`src/rtl/mc_pkg.sv`:
```
// Shared encodings for the multi-cycle RISC-V controller: FSM states, opcodes,
// ALU codes and datapath mux selects.
package mc_pkg;

  localparam int OPCODE_W   = 7;
  localparam int ALU_CTRL_W = 3;

  typedef enum logic [3:0] {
    S_FETCH, S_DECODE, S_MEMADR, S_MEMREAD, S_MEMWB, S_MEMWRITE, S_EXEC_R,
    S_EXEC_I, S_ALUWB, S_BRANCH, S_JAL, S_JALR, S_LUI, S_HALT
  } state_t;

  // Which ALU operation a state wants; FUNCT defers to funct3/funct7_5
  typedef enum logic [1:0] {ALUOP_ADD, ALUOP_SUB, ALUOP_FUNCT, ALUOP_PASSB} alu_op_t;

  localparam logic [6:0] OP_LOAD   = 7'b0000011;
  localparam logic [6:0] OP_STORE  = 7'b0100011;
  localparam logic [6:0] OP_RTYPE  = 7'b0110011;
  localparam logic [6:0] OP_ITYPE  = 7'b0010011;
  localparam logic [6:0] OP_BRANCH = 7'b1100011;
  localparam logic [6:0] OP_JAL    = 7'b1101111;
  localparam logic [6:0] OP_JALR   = 7'b1100111;
  localparam logic [6:0] OP_LUI    = 7'b0110111;

  localparam logic [2:0] ALU_ADD   = 3'b000;
  localparam logic [2:0] ALU_SUB   = 3'b001;
  localparam logic [2:0] ALU_AND   = 3'b010;
  localparam logic [2:0] ALU_OR    = 3'b011;
  localparam logic [2:0] ALU_PASSB = 3'b100;
  localparam logic [2:0] ALU_SLT   = 3'b101;

  localparam logic [1:0] RES_ALUOUT = 2'b00;
  localparam logic [1:0] RES_RDATA  = 2'b01;
  localparam logic [1:0] RES_ALURES = 2'b10;

  localparam logic [1:0] SRCA_PC    = 2'b00;
  localparam logic [1:0] SRCA_OLDPC = 2'b01;
  localparam logic [1:0] SRCA_RS1   = 2'b10;

  localparam logic [1:0] SRCB_RS2   = 2'b00;
  localparam logic [1:0] SRCB_IMM   = 2'b01;
  localparam logic [1:0] SRCB_4     = 2'b10;

  localparam logic [2:0] IMM_I = 3'b000;
  localparam logic [2:0] IMM_S = 3'b001;
  localparam logic [2:0] IMM_B = 3'b010;
  localparam logic [2:0] IMM_J = 3'b011;
  localparam logic [2:0] IMM_U = 3'b100;

  function automatic logic [2:0] imm_sel(input logic [6:0] op);
    case (op)
      OP_STORE:  return IMM_S;
      OP_BRANCH: return IMM_B;
      OP_JAL:    return IMM_J;
      OP_LUI:    return IMM_U;
      default:   return IMM_I;
    endcase
  endfunction

endpackage

```
`src/rtl/alu_decoder.sv`:
```
// Combinational ALU control: maps the state's requested ALU class plus the
// instruction's funct fields onto the 3-bit ALU operation code.
module alu_decoder
  import mc_pkg::*;
#(
    parameter int OPCODE_W   = mc_pkg::OPCODE_W,
    parameter int ALU_CTRL_W = mc_pkg::ALU_CTRL_W
) (
    input  alu_op_t               alu_op,
    input  logic [OPCODE_W-1:0]   opcode,
    input  logic [2:0]            funct3,
    input  logic                  funct7_5,
    output logic [ALU_CTRL_W-1:0] alu_control
);

    always_comb begin
        alu_control = ALU_ADD;
        case (alu_op)
            ALUOP_SUB:   alu_control = ALU_SUB;
            ALUOP_PASSB: alu_control = ALU_PASSB;
            ALUOP_FUNCT: begin
                case (funct3)
                    // I-type reuses bit 30 as immediate, so only R-type may subtract
                    3'b000:  alu_control = (opcode == OP_RTYPE && funct7_5) ? ALU_SUB : ALU_ADD;
                    3'b010:  alu_control = ALU_SLT;
                    3'b110:  alu_control = ALU_OR;
                    3'b111:  alu_control = ALU_AND;
                    default: alu_control = ALU_ADD;
                endcase
            end
            default:     alu_control = ALU_ADD;
        endcase
    end

endmodule

```
`src/rtl/multicycle_controller.sv`:
```
// Multi-cycle RISC-V control FSM. Define ILLEGAL_TRAP_EN to trap unknown opcodes
// and unsupported funct3 into a sticky HALT state with an illegal flag port.
module multicycle_controller
  import mc_pkg::*;
#(
    parameter int ALU_CTRL_W = mc_pkg::ALU_CTRL_W,
    parameter int OPCODE_W   = mc_pkg::OPCODE_W
) (
    input  logic                  clk,
    input  logic                  rst_n,
    input  logic [OPCODE_W-1:0]   opcode,
    input  logic [2:0]            funct3,
    input  logic                  funct7_5,
    input  logic                  zero,
    output logic                  pc_write,
    output logic                  adr_src,
    output logic                  mem_write,
    output logic                  ir_write,
    output logic                  reg_write,
    output logic [1:0]            result_src,
    output logic [1:0]            alu_src_a,
    output logic [1:0]            alu_src_b,
    output logic [2:0]            imm_src,
`ifdef ILLEGAL_TRAP_EN
    output logic                  illegal,
`endif
    output logic [ALU_CTRL_W-1:0] alu_control
);

    state_t                state, state_next;
    alu_op_t               alu_op;
    logic [ALU_CTRL_W-1:0] alu_ctrl_dec;
    logic                  pc_write_c, adr_src_c, mem_write_c, ir_write_c, reg_write_c;
    logic [1:0]            result_src_c, alu_src_a_c, alu_src_b_c;

`ifdef ILLEGAL_TRAP_EN
    logic exec_ok, branch_ok;
    assign exec_ok   = funct3 inside {3'b000, 3'b010, 3'b110, 3'b111};
    assign branch_ok = funct3 inside {3'b000, 3'b001};
`endif

    always_ff @(posedge clk or negedge rst_n) begin
        if (!rst_n) state <= S_FETCH;
        else        state <= state_next;
    end

    always_comb begin
        state_next = state;
        case (state)
            S_FETCH:  state_next = S_DECODE;
            S_DECODE: begin
                case (opcode)
                    OP_LOAD, OP_STORE: state_next = S_MEMADR;
                    OP_RTYPE:          state_next = S_EXEC_R;
                    OP_ITYPE:          state_next = S_EXEC_I;
                    OP_BRANCH:         state_next = S_BRANCH;
                    OP_JAL:            state_next = S_JAL;
                    OP_JALR:           state_next = S_JALR;
                    OP_LUI:            state_next = S_LUI;
`ifdef ILLEGAL_TRAP_EN
                    default:           state_next = S_HALT;
`else
                    default:           state_next = S_FETCH;
`endif
                endcase
            end
            S_MEMADR:   state_next = (opcode == OP_LOAD) ? S_MEMREAD : S_MEMWRITE;
            S_MEMREAD:  state_next = S_MEMWB;
            S_MEMWB:    state_next = S_FETCH;
            S_MEMWRITE: state_next = S_FETCH;
`ifdef ILLEGAL_TRAP_EN
            S_EXEC_R, S_EXEC_I: state_next = exec_ok ? S_ALUWB : S_HALT;
            S_BRANCH:           state_next = branch_ok ? S_FETCH : S_HALT;
`else
            S_EXEC_R, S_EXEC_I: state_next = S_ALUWB;
            S_BRANCH:           state_next = S_FETCH;
`endif
            S_ALUWB:    state_next = S_FETCH;
            S_JALR:     state_next = S_JAL;
            S_JAL:      state_next = S_ALUWB;
            S_LUI:      state_next = S_ALUWB;
            S_HALT:     state_next = S_HALT;
            default:    state_next = S_FETCH;
        endcase
    end

    always_comb begin
        pc_write_c   = 1'b0;
        adr_src_c    = 1'b0;
        mem_write_c  = 1'b0;
        ir_write_c   = 1'b0;
        reg_write_c  = 1'b0;
        result_src_c = RES_ALUOUT;
        alu_src_a_c  = SRCA_PC;
        alu_src_b_c  = SRCB_RS2;
        alu_op       = ALUOP_ADD;
        case (state)
            S_FETCH: begin
                ir_write_c   = 1'b1;
                pc_write_c   = 1'b1;
                alu_src_b_c  = SRCB_4;
                result_src_c = RES_ALURES;
            end
            S_DECODE: begin
                alu_src_a_c = SRCA_OLDPC;
                alu_src_b_c = SRCB_IMM;
            end
            S_MEMADR, S_JALR: begin
                alu_src_a_c = SRCA_RS1;
                alu_src_b_c = SRCB_IMM;
            end
            S_MEMREAD:  adr_src_c = 1'b1;
            S_MEMWB: begin
                result_src_c = RES_RDATA;
                reg_write_c  = 1'b1;
            end
            S_MEMWRITE: begin
                adr_src_c   = 1'b1;
                mem_write_c = 1'b1;
            end
            S_EXEC_R: begin
                alu_src_a_c = SRCA_RS1;
                alu_op      = ALUOP_FUNCT;
            end
            S_EXEC_I: begin
                alu_src_a_c = SRCA_RS1;
                alu_src_b_c = SRCB_IMM;
                alu_op      = ALUOP_FUNCT;
            end
            S_ALUWB:    reg_write_c = 1'b1;
            S_BRANCH: begin
                alu_src_a_c = SRCA_RS1;
                alu_op      = ALUOP_SUB;
                case (funct3)
                    3'b000:  pc_write_c = zero;
                    3'b001:  pc_write_c = ~zero;
                    default: pc_write_c = 1'b0;
                endcase
            end
            S_JAL: begin
                alu_src_a_c = SRCA_OLDPC;
                alu_src_b_c = SRCB_4;
                pc_write_c  = 1'b1;
            end
            S_LUI: begin
                alu_src_b_c = SRCB_IMM;
                alu_op      = ALUOP_PASSB;
            end
            default: ;
        endcase
    end

    alu_decoder #(.OPCODE_W(OPCODE_W), .ALU_CTRL_W(ALU_CTRL_W)) u_alu_decoder (
        .alu_op      (alu_op),
        .opcode      (opcode),
        .funct3      (funct3),
        .funct7_5    (funct7_5),
        .alu_control (alu_ctrl_dec)
    );

    // Reset parks the FSM in FETCH, so gate everything to keep FETCH's enables quiet
    assign pc_write    = rst_n & pc_write_c;
    assign adr_src     = rst_n & adr_src_c;
    assign mem_write   = rst_n & mem_write_c;
    assign ir_write    = rst_n & ir_write_c;
    assign reg_write   = rst_n & reg_write_c;
    assign result_src  = rst_n ? result_src_c : 2'b00;
    assign alu_src_a   = rst_n ? alu_src_a_c  : 2'b00;
    assign alu_src_b   = rst_n ? alu_src_b_c  : 2'b00;
    assign imm_src     = rst_n ? imm_sel(opcode) : 3'b000;
    assign alu_control = rst_n ? alu_ctrl_dec : '0;
`ifdef ILLEGAL_TRAP_EN
    assign illegal     = rst_n & (state == S_HALT);
`endif

endmodule
```
`config.mk`:
```
export PLATFORM = sky130hd
export DESIGN_NAME = multicycle_controller
export DESIGN_NICKNAME = d
export VERILOG_FILES = /design/src/rtl/mc_pkg.sv /design/src/rtl/alu_decoder.sv /design/src/rtl/multicycle_controller.sv
export SDC_FILE = /design/constraint.sdc
export NUM_CORES = 1
export LEC_CHECK = 0
export ABC_AREA = 1
export CORE_ASPECT_RATIO = 1.25
export CORE_MARGIN = 3
export CORE_UTILIZATION = 36
export DETAILED_ROUTE_END_ITERATION = 16
export GPL_TIMING_DRIVEN = 1
export PLACE_DENSITY = 0.84
export SLEW_MARGIN = 20
export SYNTH_ARGS = -nofsm -noshare
export SYNTH_HDL_FRONTEND = slang
export SYNTH_SLANG_ARGS = --single-unit
```
`constraint.sdc`:
```
create_clock -name clk -period 1.2 [get_ports clk]
set_clock_uncertainty 0.05 [all_clocks]
set_input_delay 0.24 -clock clk [delete_from_list [all_inputs] [get_ports clk]]
set_output_delay 0.24 -clock clk [all_outputs]
set_load 0.03 [all_outputs]
```
==> results of run 1 <==
==> stage by stage <==
stage / hold slack, ns / instance area (µm²) / setup slack (ns)
2_1_floorplan: -0.106 / 861 / -0.303
3_3_place_gp: 0.657 / 1370 / -0.653
3_5_place_dp: 0.667 / 1370 / -0.706
==> logic make-up after synthesis <==
group / count (synthesis) / synth area share
AND/OR/NAND/NOR: 78 / 0.583
flip-flops: 4 / 0.152
XOR/XNOR: 1 / 0.0133
buffers and inverters: 26 / 0.154
AO/OA/AOI/OAI: 12 / 0.0987
==> Yosys cell counts (all sizes together) <==
master  count
o31ai       1
inv        24
nand4       1
nor2       28
nand2      32
xnor2       1
a21oi       7
clkbuf      1
nor3        3
nor4        1
nand3      12
dfrtp       4
a31oi       2
o21ai       2
buf         1
nor3b       1
==> results.md, run 1 <==
* Post-synth top area cell: nand2_1
* CTS Buffer Depth at 2
* Die width at 44.3 µm
* Syn_nets at 135
* IO Count at 31
* First error: [ERROR DPL-0038] Utilization greater than 100%, impossible to legalize
* Port bufs at 30
* Htree depth at 1
* Initial Util at 0.402
* Leading post-synthesis cells by cell area: nand2_1 (17%), dfrtp_1 (15%), nor2_1 (12%)
* Mapped Area at 659 µm²
* Post-detail-place hpwl at 2340 µm
* Yosys warns at 0
* Dpl cells at 198
* Exit stage: 4_1_cts
* GPL Wtd Cong at 0.820
* CTS buffer count at 3
* FP Rows at 16
* Synth Area per Inst at 5.45 µm²
* Yosys cell types at 24
* Clk sinks at 4
* Post-CTS setup buffer count at 9
* Post-synth top area share at 0.171
* Status: did not finish
* Resized Gates After CTS at 106
* Cell count after synthesis at 121
* Sequential area share after synthesis at 0.152
* Root buffer cell: clkbuf_4
* Hold Buf Count CTS at 1
* Die Height at 53.9 µm
* FF+latch count, synth at 4
==> run 2, diff against run 1 <==
Settings changed: CORE_AREA set to 3 3 64 66, CORE_ASPECT_RATIO 1.25 to unset, CORE_MARGIN 3 to unset, CORE_UTILIZATION 36 to unset, DIE_AREA set to 0 0 67 69, PLACE_DENSITY 0.84 to unset, PLACE_DENSITY_LB_ADDON set to 0.15.
Clock period 1.2 ns to 1.6 ns, I/O delays scaled along.
==> run 2 against run 1 <==
The flow now finishes, with violations (setup timing). Synthesized cell count stayed put. Synthesized area stayed put.
==> results.md, run 2 <==
* Final Slew Violations at 0
* Die width at 67 µm
* Largest Register: state
* Leading post-synthesis cells by cell area: nand2_1 (17%), dfrtp_1 (15%), nor2_1 (12%)
* Unrepaired setup endpoints after global routing: true
* Die Height at 69 µm
* Layout cell share with drive strength beyond 1 at 0.670
* Rel. slew slack at 0.813
* Cell count after synthesis at 121
* Post-synth EDFFs at 0
* Residual overflow from global routing at 0
* Sequential area share after synthesis at 0.152
* CP Max Fanout at 5
* Initial Util at 0.181
* DRT Pass-1 Iters at 2
* Hold Buf Count CTS at 0
* Clk sinks at 4
* Fin Hold WS at 0.187 ns
* Cell Chain, Critical Path: inv_2 -> nand2_2 -> inv_4 -> nand2_4 -> nor4_4 -> buf_4
* Area after DPL at 1250 µm²
* PwrDens at 686 nW/µm²
* Gr usage total at 0.121
* Mapped Area at 659 µm²
* Seq pwr share at 0.152
* Clock Latency Late Sink at 0.21 ns
* Layout net count at 210
* Yosys warns at 0
* Cell area after layout at 1560 µm²
* Initial DRC count at 27
* Finish-stage setup viols at 13
* Crit end category: primary output
* Core area at 3630 µm²
* WP data arrival at 1.40 ns
* Status: complete, but fails checks
* Share of flip-flops with an asynchronous set or reset at 1.00
* Worst-Margin Slew at 0.278 ns
* Routed via count at 999
* Die area at 4620 µm²
* CP Data Required Time at 1.23 ns
* CTS clk-pin slew, worst paths at 0.03 ns
* Vias in the first global route at 1045
* Hold WC Path Type: input port to async pin
* Port bufs at 30
* Yosys cell types at 24
* CTS buffer count at 3
* Via density at 4.13
* FF-to-FF Start: state[1]
* Setup CP Type: flop to primary output
* Final hold violation count at 0
* GPL Wtd Cong at 0.805
* Psw at 0.474 mW
* FF+latch count, synth at 4
* FP Rows at 22
* # diodes at 0
* Count leader, synth: nand2_1
* Buf/Inv on CP at 3
* Failing checks: setup timing
* Dpl cells at 228
* Internal Power at 0.593 mW
* Root buffer cell: clkbuf_8
* Worst path top cell family by delay: flip-flops
* Most common cell after layout, fill and taps aside: buf_4
* Largest regs: state: 4 flops
* Drt drc at 0
* P_leak at 0.790 nW
* Overall routed net length at 2600 µm
* First-pass GRT wire length at 4570 µm
* Startpoint Class: flop
* Syn_nets at 135
* Post-detail-place hpwl at 2050 µm
* Antenna-violating nets left at 0
* Primary FF master, synth: dfrtp_1
* Max reg flops at 4
* Number of max-cap violations at 0
* Sw Share at 0.445
* Utilization after layout at 0.428
* Htree depth at 1
* Final setup margin at -0.175 ns
* CTS Buffer Depth at 2
* Area growth syn-to-layout at 136%
* Synth Area per Inst at 5.45 µm²
* Final Non-Filler Cells at 242
* Tcrit/Tclk final at 1.11
* IO Count at 31
* Tmin final at 1.77 ns
* Logic pwr share at 0.655
* Most frequent cells in the layout: buf_4 (46), nand2_1 (23), buf_6 (15)
* Routed length per placed instance at 10.7 µm
* Post-synth top cells: nand2_1 (30), nor2_1 (21), inv_1 (18)
* Initial antenna violation count at 0
* Critical path's largest stage delay at 0.41 ns
* Post-synth top area share at 0.171
* Fmax at 564 MHz
* Worst setup startpoint: state[3]
* Slowest library cell on the worst path: dfrtp_1
* Peak VDD IR at 0.000266 V
* CTS tree: built
* Post-synth top area cell: nand2_1
* Clock power share at 0.193
* Pin count of the biggest net entering global routing at 7
-- run 2: kinds of logic (layout without fill, tap and decap cells) --
group,Yosys count,after routing,synth area share
AO/OA/AOI/OAI,12,12,0.0987
XOR/XNOR,1,1,0.0133
buffers and inverters,26,99,0.154
flip-flops,4,4,0.152
AND/OR/NAND/NOR,78,78,0.583
-- run 2: final timing paths --
| kind | to | depth (start not counted) | slack, ns |
|---|---|---|---|
| min in group clk | state[2] | 7 | 0.53 |
| setup reg to reg | state[3] | 7 | 0.21 |
| hold / removal | state[1] | 2 | 0.19 |
| max in group asynchronous | state[2] | 2 | 1.18 |
| setup / recovery | alu_control[1] | 6 | -0.17 |
| hold reg to reg | state[0] | 4 | 0.77 |
-- run 2: per-stage QoR --
step | total power [mW] | setup slack (ns) | TNS (ns)
finish | 1.07 | -0.175 | -1.59
global route | 1.15 | -0.252 | -2.80
CTS | 1.04 | -0.180 | -1.83
detailed placement | 0.776 | -0.411 | -4.45
global placement | 0.776 | -0.359 | -4.31
floorplan | 0.498 | -0.119 | -0.134
-- run 2: metal layers --
layer | GRT usage | wire length [µm]
met5 | 0 | 0
met4 | 0.0203 | 0
met3 | 0.0228 | 128
met2 | 0.228 | 1430
met1 | 0.136 | 1040
-- run 2: final cells by class --
cell class	instances	area, µm²
inverter	24	100
tap	48	60.1
multi-input combinational	91	648
clock buffer	3	41.3
sequential	4	104
timing repair buffer	72	603
fill	383	2080
-- run 2: power by group through the flow --
stage	combinational [mW]	clock, mW	sequential (mW)
after floorplan	0.354	0	0.144
after global placement	0.628	0	0.147
after detailed placement	0.629	0	0.147
after CTS	0.678	0.213	0.151
after global routing	0.757	0.227	0.165
final	0.699	0.206	0.162
-- run 2: what timing repair did --
| action | CTS | global route |
|---|---|---|
| endpoints found under the setup margin | 17 | 17 |
| pin swaps | 24 | 15 |
| buffers inserted | 8 | 3 |
| resized for setup | 64 | 33 |
-- run 2: worst reg2reg max path, cell delays in order, from the launching register on --
cell and delay [ns]:
dfrtp_2 0.44, buf_6 0.15, nand2_1 0.13, nor2_4 0.05, buf_4 0.12, buf_4 0.13
nor3_2 0.13, nand2_1 0.07
Note: power is estimated with default switching activity, not from simulation.
==> RTL edit (settings of run 2) <==
The package constant `ALU_CTRL_W` goes from 3 to 6.
--- a/src/rtl/mc_pkg.sv
+++ b/src/rtl/mc_pkg.sv
@@ -3,7 +3,7 @@
 package mc_pkg;
 
   localparam int OPCODE_W   = 7;
-  localparam int ALU_CTRL_W = 3;
+  localparam int ALU_CTRL_W = 6;
 
   typedef enum logic [3:0] {
     S_FETCH, S_DECODE, S_MEMADR, S_MEMREAD, S_MEMWB, S_MEMWRITE, S_EXEC_R,
Interface: changed (resized alu_control); port bits go from 31 to 34. No check against the original RTL was run, so the function may have changed too.
==> RTL edit against run 2 <==
  * The flow still finishes with violations (negative setup slack)
  * Critical path depth unchanged
  * Largest cell class unchanged
  * Count of clock-buffer cells in the layout did not move
  * Synthesized area grew 4.0%
  * Setup slack worse by 0.020 ns
  * Fmax decreased by 1.1%
  * Highest routed layer is now met4
  * Sequential cell count stayed put
  * Design area grew 0.72%
  * Combinational power up 13%
  * Routed wire length grew 3.4%
  * Power increased by 8.5%
  * Critical endpoint is now alu_src_a[1]
==> RTL edit: results (changes against run 2) <==
Avg WL per Cell - 11.1 um (+3.4%)
failing checks - negative setup slack
buffer share of cell area - 37.4% (-1.4 points)
slowest CP cell - dfrtp_2
CP max FO - 4 (-1)
ClkCell Share - 2.63% (-0.019 points)
DRT iter0 DRCs - 20 (-26%)
gp weighted congestion - 0.833 (+3.4%)
status - complete, but fails checks
final setup fails - 14 (+1)
DRT Pass-1 Iters - 4 (+2)
setup TNS - -1.37 ns (+0.218 ns)
placed insts - 224 (-1.8%)
CP arrival - 1.42 ns (+0.02 ns)
post-DP HPWL - 1990 um (-2.8%)
layout cells sized above 1 - 68.6% (+1.5 points)
Worst Setup Slack, final - -0.195 ns (-0.0200 ns)
sequential fraction of the synthesis area - 14.6% (-0.58 points)
maximum VDD drop - 0.208 mV (-22%)
vias in the first global route - 1041 (-0.38%)
Util after Layout - 43.1% (+0.31 points)
Area contributors post-synth - nand2_1 (16%), dfrtp_1 (15%), nor2_1 (11%), inv_1 (9.9%), nand3_1 (8.0%)
# fillers - 377 (-1.6%)
post-synthesis area per instance - 5.49 um^2 (+0.66%)
Leakage Power - 0.000783 uW (-0.97%)
[RTL edit: cell types whose count changed in the layout (fill, tap and decap cells not counted), sizes merged]
| cell | delta |
|---|---|
| buf | -3 |
| clkbuf | +2 |
| clkdlybuf4s15 | -2 |
| conb | +3 |
[RTL edit: cell families after synthesis]
logic type	Yosys count	synth area share, %
DFF	4	14.6
and+or+nand+nor	78	56.0
buffers and inverters	29	18.1
other	1	0.547
AOI/OAI and AO/OA	12	9.49
xor gates and xnor gates	1	1.28
[RTL edit: where the power goes]
part           total (uW)  internal (uW)  switching (uW)
Sequential            157            122            35.4
Clock                 213            160            52.6
Combinational         788            353             434
Total                1160            636             522
[RTL edit: path summary, 6_finish.rpt]
kind	from	endpoint	slack, ns
setup / recovery	state[2]	alu_src_a[1]	-0.19
hold reg to reg	state[1]	state[0]	0.74
setup reg to reg	state[1]	state[1]	0.30
hold / removal	rst_n	state[0]	0.18
min in group clk	opcode[5]	state[2]	0.54
max in group asynchronous	rst_n	state[2]	1.18
[RTL edit: what timing repair did]
action	4_1_cts	5_1_grt
resized for setup	72	32
setup buffers	12	4
pin swaps	21	14
endpoints found under the setup margin	17	19
[RTL edit: layer usage]
layer / vias to the layer above / part of all wire (%) / track usage [%]
li1: 519 / - / -
met1: 453 / 36 / 12.5
met2: 29 / 55 / 22.4
met3: 7 / 5.5 / 0.814
met4: 0 / 2.7 / 4.73
met5: - / 0 / 0
[RTL edit: critical path: cells and delay by family (launching register included)]
| kind | cells | cell delay, ns |
|---|---|---|
| compound gates | 1 | 0.14 |
| buf+inv | 1 | 0.15 |
| flops | 1 | 0.46 |
| simple gates | 4 | 0.46 |
